--- config.mk ---
export PLATFORM = sky130hd
export DESIGN_NAME = maze_walker
export DESIGN_NICKNAME = d
export VERILOG_FILES = /design/src/rtl/maze_pkg.sv /design/src/rtl/maze_next_move.sv /design/src/rtl/maze_walker.sv
export SDC_FILE = /design/constraint.sdc
export NUM_CORES = 1
export LEC_CHECK = 0
export CORE_ASPECT_RATIO = 2
export CORE_MARGIN = 10
export CORE_UTILIZATION = 50
export DETAILED_ROUTE_END_ITERATION = 12
export HOLD_SLACK_MARGIN = 0.03
export PLACE_DENSITY = 0.85
export SLEW_MARGIN = 20
export SYNTH_ARGS = -nofsm -noshare
export SYNTH_HDL_FRONTEND = slang
export SYNTH_HIERARCHICAL = 1
export SYNTH_SLANG_ARGS = --single-unit
--- constraint.sdc ---
create_clock -name clk -period 7.7 [get_ports clk]
set_input_delay 0.77 -clock clk [delete_from_list [all_inputs] [get_ports clk]]
set_output_delay 0.77 -clock clk [all_outputs]
set_load 0.02 [all_outputs]
--- src/rtl/maze_pkg.sv ---
// Shared types and heading helpers for the maze walker.
// Headings use screen coordinates: SOUTH is +y, so the right turn from SOUTH is WEST.
package maze_pkg;

  typedef enum logic [1:0] {EAST, WEST, SOUTH, NORTH} heading_t;

  typedef enum logic [2:0] {IDLE, FIND_EXIT, FIND_ENTRY, WALK, DONE, FAIL} state_t;

  localparam logic HAND_RIGHT = 1'b0;
  localparam logic HAND_LEFT  = 1'b1;

  function automatic heading_t turn_right(heading_t h);
    case (h)
      NORTH:   return EAST;
      EAST:    return SOUTH;
      SOUTH:   return WEST;
      default: return NORTH;
    endcase
  endfunction

  function automatic heading_t turn_left(heading_t h);
    case (h)
      NORTH:   return WEST;
      WEST:    return SOUTH;
      SOUTH:   return EAST;
      default: return NORTH;
    endcase
  endfunction

endpackage

--- src/rtl/maze_next_move.sv ---
// Combinational wall-follower step: picks the first open neighbour in hand priority order.
module maze_next_move
  import maze_pkg::*;
#(
  parameter int SIZE = 9,
  parameter int N    = $clog2(SIZE)
) (
  input  logic [SIZE-1:0][SIZE-1:0] maze,
  input  logic [N-1:0]              x,
  input  logic [N-1:0]              y,
  input  heading_t                  heading,
  input  logic                      hand,
  output logic                      valid,
  output logic [N-1:0]              nx,
  output logic [N-1:0]              ny,
  output heading_t                  nheading
);

  localparam logic [N-1:0] LAST = N'(SIZE - 1);

  logic [N-1:0] xp, xm, yp, ym;
  logic [3:0]   open_dir;
  heading_t     cand [4];

  always_comb begin
    // Neighbour indices are clamped so the maze is never indexed outside the grid;
    // the edge tests below mark those clamped neighbours as walls.
    xp = (x == LAST) ? x : x + 1'b1;
    xm = (x == '0)   ? x : x - 1'b1;
    yp = (y == LAST) ? y : y + 1'b1;
    ym = (y == '0)   ? y : y - 1'b1;

    open_dir        = '0;
    open_dir[EAST]  = (x != LAST) && !maze[y][xp];
    open_dir[WEST]  = (x != '0)   && !maze[y][xm];
    open_dir[SOUTH] = (y != LAST) && !maze[yp][x];
    open_dir[NORTH] = (y != '0)   && !maze[ym][x];

    cand[1] = heading;
    cand[3] = turn_right(turn_right(heading));
    if (hand == HAND_LEFT) begin
      cand[0] = turn_left(heading);
      cand[2] = turn_right(heading);
    end else begin
      cand[0] = turn_right(heading);
      cand[2] = turn_left(heading);
    end

    valid    = 1'b0;
    nheading = heading;
    for (int unsigned i = 0; i < 4; i++) begin
      if (!valid && open_dir[cand[i]]) begin
        valid    = 1'b1;
        nheading = cand[i];
      end
    end

    nx = x;
    ny = y;
    if (valid) begin
      case (nheading)
        EAST:    nx = xp;
        WEST:    nx = xm;
        SOUTH:   ny = yp;
        default: ny = ym;
      endcase
    end
  end

endmodule

--- src/rtl/maze_walker.sv ---
// Walks an SxS maze from the top-row opening to the bottom-row opening by wall following,
// recording visited cells and counting moves under a step budget.
module maze_walker
  import maze_pkg::*;
#(
  parameter int SIZE      = 9,
  parameter int N         = $clog2(SIZE),
  parameter int STEP_W    = 12,
  parameter int MAX_STEPS = 2**STEP_W - 1
) (
  input  logic                      clk,
  input  logic                      rst,
  input  logic                      start,
  input  logic                      hand,
  input  logic [SIZE-1:0][SIZE-1:0] maze,
  output logic [N-1:0]              x,
  output logic [N-1:0]              y,
  output logic                      busy,
  output logic                      done,
  output logic                      fail,
  output logic [STEP_W-1:0]         steps,
  output logic [SIZE-1:0][SIZE-1:0] path
);

  localparam logic [N-1:0]      LAST       = N'(SIZE - 1);
  localparam logic [STEP_W-1:0] STEP_LIMIT = STEP_W'(MAX_STEPS);

  state_t                    state_q, state_d;
  heading_t                  heading_q, heading_d;
  logic                      hand_q, hand_d;
  logic [N-1:0]              col_q, col_d;
  logic [N-1:0]              exit_q, exit_d;
  logic [N-1:0]              x_q, x_d, y_q, y_d;
  logic                      busy_q, busy_d, done_q, done_d, fail_q, fail_d;
  logic [STEP_W-1:0]         steps_q, steps_d;
  logic [SIZE-1:0][SIZE-1:0] path_q, path_d;

  logic                      mv_valid;
  logic [N-1:0]              mv_x, mv_y;
  heading_t                  mv_heading;
  logic [STEP_W-1:0]         steps_inc;
  logic                      at_exit;

  maze_next_move #(.SIZE(SIZE), .N(N)) u_next (
    .maze     (maze),
    .x        (x_q),
    .y        (y_q),
    .heading  (heading_q),
    .hand     (hand_q),
    .valid    (mv_valid),
    .nx       (mv_x),
    .ny       (mv_y),
    .nheading (mv_heading)
  );

  always_comb begin
    state_d   = state_q;
    heading_d = heading_q;
    hand_d    = hand_q;
    col_d     = col_q;
    exit_d    = exit_q;
    x_d       = x_q;
    y_d       = y_q;
    busy_d    = busy_q;
    done_d    = done_q;
    fail_d    = fail_q;
    steps_d   = steps_q;
    path_d    = path_q;
    steps_inc = steps_q + 1'b1;
    at_exit   = (mv_y == LAST) && (mv_x == exit_q);

    case (state_q)
      IDLE, DONE, FAIL: begin
        if (start) begin
          path_d  = '0;
          steps_d = '0;
          done_d  = 1'b0;
          fail_d  = 1'b0;
          busy_d  = 1'b1;
          col_d   = '0;
          hand_d  = hand;
          state_d = FIND_EXIT;
        end
      end
      FIND_EXIT: begin
        if (!maze[LAST][col_q]) begin
          exit_d  = col_q;
          col_d   = '0;
          state_d = FIND_ENTRY;
        end else if (col_q == LAST) begin
          busy_d  = 1'b0;
          fail_d  = 1'b1;
          state_d = FAIL;
        end else begin
          col_d = col_q + 1'b1;
        end
      end
      FIND_ENTRY: begin
        if (!maze[0][col_q]) begin
          x_d              = col_q;
          y_d              = '0;
          path_d[0][col_q] = 1'b1;
          heading_d        = SOUTH;
          state_d          = WALK;
        end else if (col_q == LAST) begin
          busy_d  = 1'b0;
          fail_d  = 1'b1;
          state_d = FAIL;
        end else begin
          col_d = col_q + 1'b1;
        end
      end
      WALK: begin
        // A move that lands on the exit is always taken, even if it uses the last step.
        if (!mv_valid || (!at_exit && steps_inc == STEP_LIMIT)) begin
          busy_d  = 1'b0;
          fail_d  = 1'b1;
          state_d = FAIL;
        end else begin
          x_d                = mv_x;
          y_d                = mv_y;
          heading_d          = mv_heading;
          path_d[mv_y][mv_x] = 1'b1;
          steps_d            = steps_inc;
          if (at_exit) begin
            busy_d  = 1'b0;
            done_d  = 1'b1;
            state_d = DONE;
          end
        end
      end
      default: state_d = IDLE;
    endcase
  end

  always_ff @(posedge clk or posedge rst) begin
    if (rst) begin
      state_q   <= IDLE;
      heading_q <= SOUTH;
      hand_q    <= HAND_RIGHT;
      col_q     <= '0;
      exit_q    <= '0;
      x_q       <= '0;
      y_q       <= '0;
      busy_q    <= 1'b0;
      done_q    <= 1'b0;
      fail_q    <= 1'b0;
      steps_q   <= '0;
      path_q    <= '0;
    end else begin
      state_q   <= state_d;
      heading_q <= heading_d;
      hand_q    <= hand_d;
      col_q     <= col_d;
      exit_q    <= exit_d;
      x_q       <= x_d;
      y_q       <= y_d;
      busy_q    <= busy_d;
      done_q    <= done_d;
      fail_q    <= fail_d;
      steps_q   <= steps_d;
      path_q    <= path_d;
    end
  end

  assign x     = x_q;
  assign y     = y_q;
  assign busy  = busy_q;
  assign done  = done_q;
  assign fail  = fail_q;
  assign steps = steps_q;
  assign path  = path_q;

endmodule

==> metrics.cfg, run 1 <==
[worst_setup_path]
critical_path.max_stage_delay_ps = 730
cp-end-kind = flop
critPathSlowestCell = a21oi_1
critical_path.top_delay_family = simple AND/OR/NAND/NOR gates
critPathBufInv = 4
critPathLaunchType = flop
cp_data_required_time_ps = 8100
cpMostUsedCell = buf_4
critPathMaxFanout = 40
arrival_ps = 7520
critical_path.cell_chain = inv_1, ha_1, buf_4, or3b_1, buf_4, or4_1, o2111ai_1, o21a_1, a311o_1, a32oi_2, or2_4, or3_1, a31oi_1, a211oi_2, buf_4, nand4_1, o21ai_1, a21oi_1, nand3b_1, o211ai_1, or4_4, nand2_4, nor4_2, a22o_1
rrSetupSlack_ps = 570
critPathKind = flop to flop

[clock_network]
clk_pin_slew_worst_paths_ps = 50
cts.htree.levels = 4
cts_tree = done
cts_sinks = 118
cts_resized = 0
clkLatencyLatePin_ps = 470
cts_buffer_depth = 3
cts_hold_buf = 0
cts_setup_buffers = 0
cts-buffers-inserted = 25
root_buffer = clkbuf_16

[floorplanning]
core_area_um2 = 20000
die_y_um = 222
fp-row-count = 73
die_w_um = 121
pin_count = 189
die_area_um2 = 26800
start_util_pct = 51.0

[cells_and_area]
n_antenna_cell = 0
final_area_um2 = 12900
layout.nets = 1447
utilization_pct = 64.5
drive_above_1_share_pct = 10.3
area_growth_pct = 26.5

[timing]
hold_viol = 0
grt_setup_unrepaired = false
period_share_pct = 92.6
slew_violations = 0
fmax_mhz = 140
whs_ps = 487
tightest_slew_ps = 1220
tns_ps = 0
slew_headroom_pct = 17.6
finClkSkew_ps = 19.6
setup-violations-final = 0
fin_crit_ps = 7130

[drt]
wl_per_cell_um = 26.3
first_pass_iters = 7
wl_um = 42400
drc = 0
ant_nets = 0
viasPerCell = 6.86
vias = 11079
drt_iter0_drc = 1386

[status]
outcome = complete, no violations

[power_and_ir_drop]
power_density_nw_per_um2 = 534
totalPowerFinal_mw = 6.89
power.leakage_nw = 5.11
vdd_ir_drop_max_mv = 0.608

[synth]
synth.avg_cell_area_um2 = 8.53
yosys-top-cells-count = 117 x dfrtp_1, 116 x nand2_1, 77 x nor2_1
synth-edff-count = 0
ys_warn_count = 6
synth_top_area_cell = dfrtp_1
ys_seq_elements = 118
synthDominantCellAreaShare_pct = 28.7
yosysMostFrequentCell = dfrtp_1
seq_area_frac_synth_pct = 29.0
ys_top_cells_by_area = dfrtp_1 29%, mux2i_1 6.1%, nand2_1 4.3%
synthArstFlopShare_pct = 100
synthCells = 1195
synthDistinctLibCells = 100
synth_area_um2 = 10200
yosys_most_used_dff = dfrtp_1
syn_nets = 1295

[place]
io_buffers = 188
place_area_um2 = 12200
hpwlAfterDp_um = 30800
gp_congestion = 1.10

[global_route]
track_usage_pct = 30.4
first_global_vias = 11351
antenna_found_initial = 0
grt_max_degree = 113
gr-total-overflow = 0
grt_pass1_wl_um = 64500

[run]
drv_cap = 0

[worst_hold_path]
hp-class = flop to flop

flip-flops by register name (all words and copies together), names as in the netlist:
register and cells:
hand_q 1, steps 12, exit_q 4, done 1, path 81, fail 1
busy 1, heading_q 2, col_q 4, x 4, y 4, state_q 3
worst paths after layout:
path / cells after the start / start / to
worst min-delay path: 1 / path[78]$_DFFE_PP0P_ / path[78]$_DFFE_PP0P_
worst max register to register: 24 / y[0]$_DFFE_PP0P_ / path[45]$_DFFE_PP0P_
min in group asynchronous: 2 / rst / path[23]$_DFFE_PP0P_
worst max-delay path: 24 / y[0]$_DFFE_PP0P_ / path[45]$_DFFE_PP0P_
worst min register to register: 1 / path[78]$_DFFE_PP0P_ / path[78]$_DFFE_PP0P_
max in group asynchronous: 3 / rst / path[33]$_DFFE_PP0P_
through the flow:
step | cells | setup slack [ps]
6_report | 1614 | 573
5_1_grt | 1614 | 278
4_1_cts | 1614 | 771
3_5_place_dp | 1582 | 824
3_3_place_gp | 1582 | 1020
2_1_floorplan | 1195 | 1440
cells by family after synthesis:
logic type	Yosys count	synth area share (%)
simple gates	404	20.4
compound gates	399	28.1
buf+inv	138	6.32
flops	118	29.0
mux	101	12.4
xor+xnor	20	1.98
fa+ha+maj	15	1.84
report_power, final:
part           total, mW  switching [mW]  internal, mW
Sequential         0.864           0.146         0.719
Clock              0.936           0.306         0.630
Combinational       5.09            3.41          1.67
routing by layer:
| layer | vias to the layer above | wire length [um] | global-route usage, % |
|---|---|---|---|
| met1 | 5256 | 13500 | 29.6 |
| met3 | 220 | 3700 | 6.55 |
| met5 | - | 0 | 0 |
| met4 | 0 | 3280 | 21.3 |
| met2 | 769 | 21900 | 54.4 |
| li1 | 4834 | - | - |
worst register-to-register path, cell delays in order (launching register included):
cell and delay (ps):
dfrtp_4 480, inv_1 80, ha_1 260, buf_4 230, or3b_1 400, buf_4 270
or4_1 450, o2111ai_1 150, o21a_1 190, a311o_1 210, a32oi_2 190, or2_4 320
or3_1 370, a31oi_1 330, a211oi_2 120, buf_4 200, nand4_1 110, o21ai_1 80
a21oi_1 730, nand3b_1 200, o211ai_1 290, or4_4 210, nand2_4 230, nor4_2 720
a22o_1 250
layout by cell type, fill, tap and decap left out, types with 21 or more instances in the layout:
cell	instances
o21ai_0	57
mux2i_1	62
nor2b_1	21
nand3_1	34
o21ai_1	31
clkbuf_16	25
a22o_1	34
nand2b_1	26
nor2_1	77
nor3_1	36
dfrtp_1	116
buf_4	36
inv_1	36
a31oi_1	23
a21oi_1	53
nand2_1	116
clkdlybuf4s50_1	188
layout make-up:
type                       count  area [um^2]
multi-input combinational    939         6590
inverter                      38          145
sequential                   118         2960
clock buffer                  31          668
clock inverter                 1         30.0
timing repair buffer         225         2170
fill                        1617         7110
tap                          262          328
No activity file was read; power rests on OpenSTA's default activity.
==> run 2: changes to the inputs <==
RECOVER_POWER = 25   (was unset)
SLEW_MARGIN = 40   (was 20)
==> run 2 against run 1 <==
- the flow now finishes with violations (max-capacitance violations, max-slew violations)
- worst setup slack improved by 46 ps
- final cell count barely moved
- clock power grew 2.9%
- critical path type unchanged
- global-route usage up 0.22 points
- wire length about the same
- via count rose by 1.1%
- largest power group unchanged
- sequential power about the same
- non-clock buffer count stayed put
==> metrics.cfg, run 2 (same netlist as run 1, synthesis figures left out) <==
[status]
outcome = complete, but fails checks
violations = max-capacitance violations, max-slew violations

[drt]
viasPerCell = 6.93  ; +0.99%
wl_per_cell_um = 26.3  ; about the same
first_pass_iters = 6  ; -1
drc = 0  ; unchanged
wl_um = 42500  ; about the same
drt_iter0_drc = 1556  ; +12%
ant_nets = 0  ; unchanged
vias = 11196  ; +1.1%

[power_and_ir_drop]
p_sw_share_pct = 55.9  ; -0.24 points
totalPowerFinal_mw = 6.97  ; +1.2%
p_int_mw = 3.07  ; +1.8%
power.leakage_nw = 5.14  ; +0.46%
power_density_nw_per_um2 = 538  ; +0.66%
vdd_ir_drop_max_mv = 0.487  ; -20%
comb_power_share_pct = 73.8  ; about the same
power_frac_seq_pct = 12.4  ; -0.2 points
clock_power_share_pct = 13.8  ; +0.2 points
p_sw_mw = 3.90  ; +0.78%

[timing]
fin_crit_ps = 7080  ; -45.9 ps
fmax_mhz = 141  ; +0.65%
slew_headroom_pct = -175  ; -190 points
hold_viol = 0  ; unchanged
grt_setup_unrepaired = false
setup-violations-final = 0  ; unchanged
finClkSkew_ps = 22.5  ; +2.93 ps
tightest_slew_ps = 4130  ; +2900 ps
period_share_pct = 92.0  ; -0.60 points
tns_ps = 0  ; unchanged
slew_violations = 121  ; +121

[floorplanning]
die_area_um2 = 26800  ; unchanged
die_w_um = 121  ; unchanged
fp-row-count = 73  ; unchanged
die_y_um = 222  ; unchanged
start_util_pct = 51.0  ; unchanged
core_area_um2 = 20000  ; unchanged
pin_count = 189  ; unchanged

[clock_network]
cts_hold_buf = 0  ; unchanged
root_buffer = clkbuf_16
cts_sinks = 118  ; unchanged
cts_buffer_depth = 3  ; unchanged
clk_pin_slew_worst_paths_ps = 50  ; about the same
clkLatencyLatePin_ps = 460  ; about the same
cts_resized = 0  ; unchanged
cts_tree = done
cts.htree.levels = 4  ; unchanged
cts-buffers-inserted = 25  ; unchanged
cts_setup_buffers = 0  ; unchanged

[worst_setup_path]
cp-end-kind = flop
arrival_ps = 7450  ; -70 ps
cp_data_required_time_ps = 8070  ; -30 ps
critPathKind = flop to flop
critPathLaunchType = flop
rrSetupSlack_ps = 620  ; +50 ps
critPathMaxFanout = 40  ; unchanged

[global_route]
gr-total-overflow = 0  ; unchanged
first_global_vias = 11376  ; +0.22%
grt_max_degree = 113  ; unchanged
track_usage_pct = 30.6  ; +0.22 points
grt_pass1_wl_um = 65200  ; +1.1%
antenna_found_initial = 0  ; unchanged

[cells_and_area]
area_growth_pct = 27.2
largest_reg_flops = 81  ; unchanged
n_antenna_cell = 0  ; unchanged
final_area_um2 = 13000  ; +0.54%
drive_above_1_share_pct = 10.9  ; +0.58 points
final_cell_mix = 187 x clkdlybuf4s50_1, 116 x nand2_1, 116 x dfrtp_1, 77 x nor2_1, 62 x mux2i_1
layout.nets = 1447  ; unchanged
layout_commonest_cell = clkdlybuf4s50_1
layout.cells.non_filler = 1615  ; +0.062%
utilization_pct = 64.8  ; +0.35 points

[place]
place_area_um2 = 12200  ; +0.20%
gp_congestion = 1.10  ; unchanged
place_inst = 1582  ; unchanged
hpwlAfterDp_um = 30800  ; -0.14%
io_buffers = 188  ; unchanged

[worst_hold_path]
hp-class = flop to flop

[run]
drv_cap = 2  ; +2

run 2: power by group through the flow:
stage	clock network, mW	logic (mW)	registers, mW
final	0.963	5.14	0.865
after global routing	0.995	5.43	0.877
after global placement	0	4.81	0.865
after floorplan	0	3.30	0.893
after detailed placement	0	4.87	0.866
after CTS	0.967	4.93	0.859
run 2: cell type report:
| class | count | area (um^2) |
|---|---|---|
| clock buffers | 32 | 702 |
| clock inverters | 1 | 30.0 |
| fillers | 1603 | 7040 |
| inverters | 38 | 144 |
| multi-input cells | 939 | 6640 |
| flip-flops and latches | 118 | 2960 |
| well taps | 262 | 328 |
| repair buffers | 225 | 2170 |
run 2: layer usage:
layer / vias up / share of wire (%) / track usage [%]
met5: - / 0 / 0
met4: 0 / 8.9 / 23.5
met3: 251 / 8.3 / 6.40
met2: 810 / 51 / 53.7
met1: 5295 / 32 / 30.1
li1: 4840 / - / -
run 2: path summary, 6_finish.rpt:
path	from	endpoint	cells after the start
hold reg to reg	path[64]$_DFFE_PP0P_	path[64]$_DFFE_PP0P_	1
setup reg to reg	y[0]$_DFFE_PP0P_	path[61]$_DFFE_PP0P_	24
setup / recovery	y[0]$_DFFE_PP0P_	path[61]$_DFFE_PP0P_	24
min in group asynchronous	rst	path[18]$_DFFE_PP0P_	2
max in group asynchronous	rst	path[61]$_DFFE_PP0P_	3
hold / removal	path[64]$_DFFE_PP0P_	path[64]$_DFFE_PP0P_	1
run 2: through the flow:
| stage | worst slack, ps | hold slack (ps) |
|---|---|---|
| finish | 618 | 485 |
| global route | 399 | 508 |
| CTS | 735 | 490 |
| detailed placement | 789 | 478 |
| global placement | 1020 | 470 |
| floorplan | 1440 | 465 |
run 2: critical path: stages (launching register included):
cell       delay [ps]
dfrtp_4           480
inv_1              90
ha_1              260
buf_4             220
or3b_1            400
buf_4             280
or4_1             450
o2111ai_1         150
o21a_1            180
a311o_1           220
a32oi_2           200
or2_4             330
or3_1             370
a31oi_1           340
a211oi_2          120
buf_4             200
nand4_1           100
o21ai_1            80
a21oi_1           630
nand3b_1          190
o211ai_1          270
or4_4             200
nand2_4           230
nor4_2            760
a22o_1            250
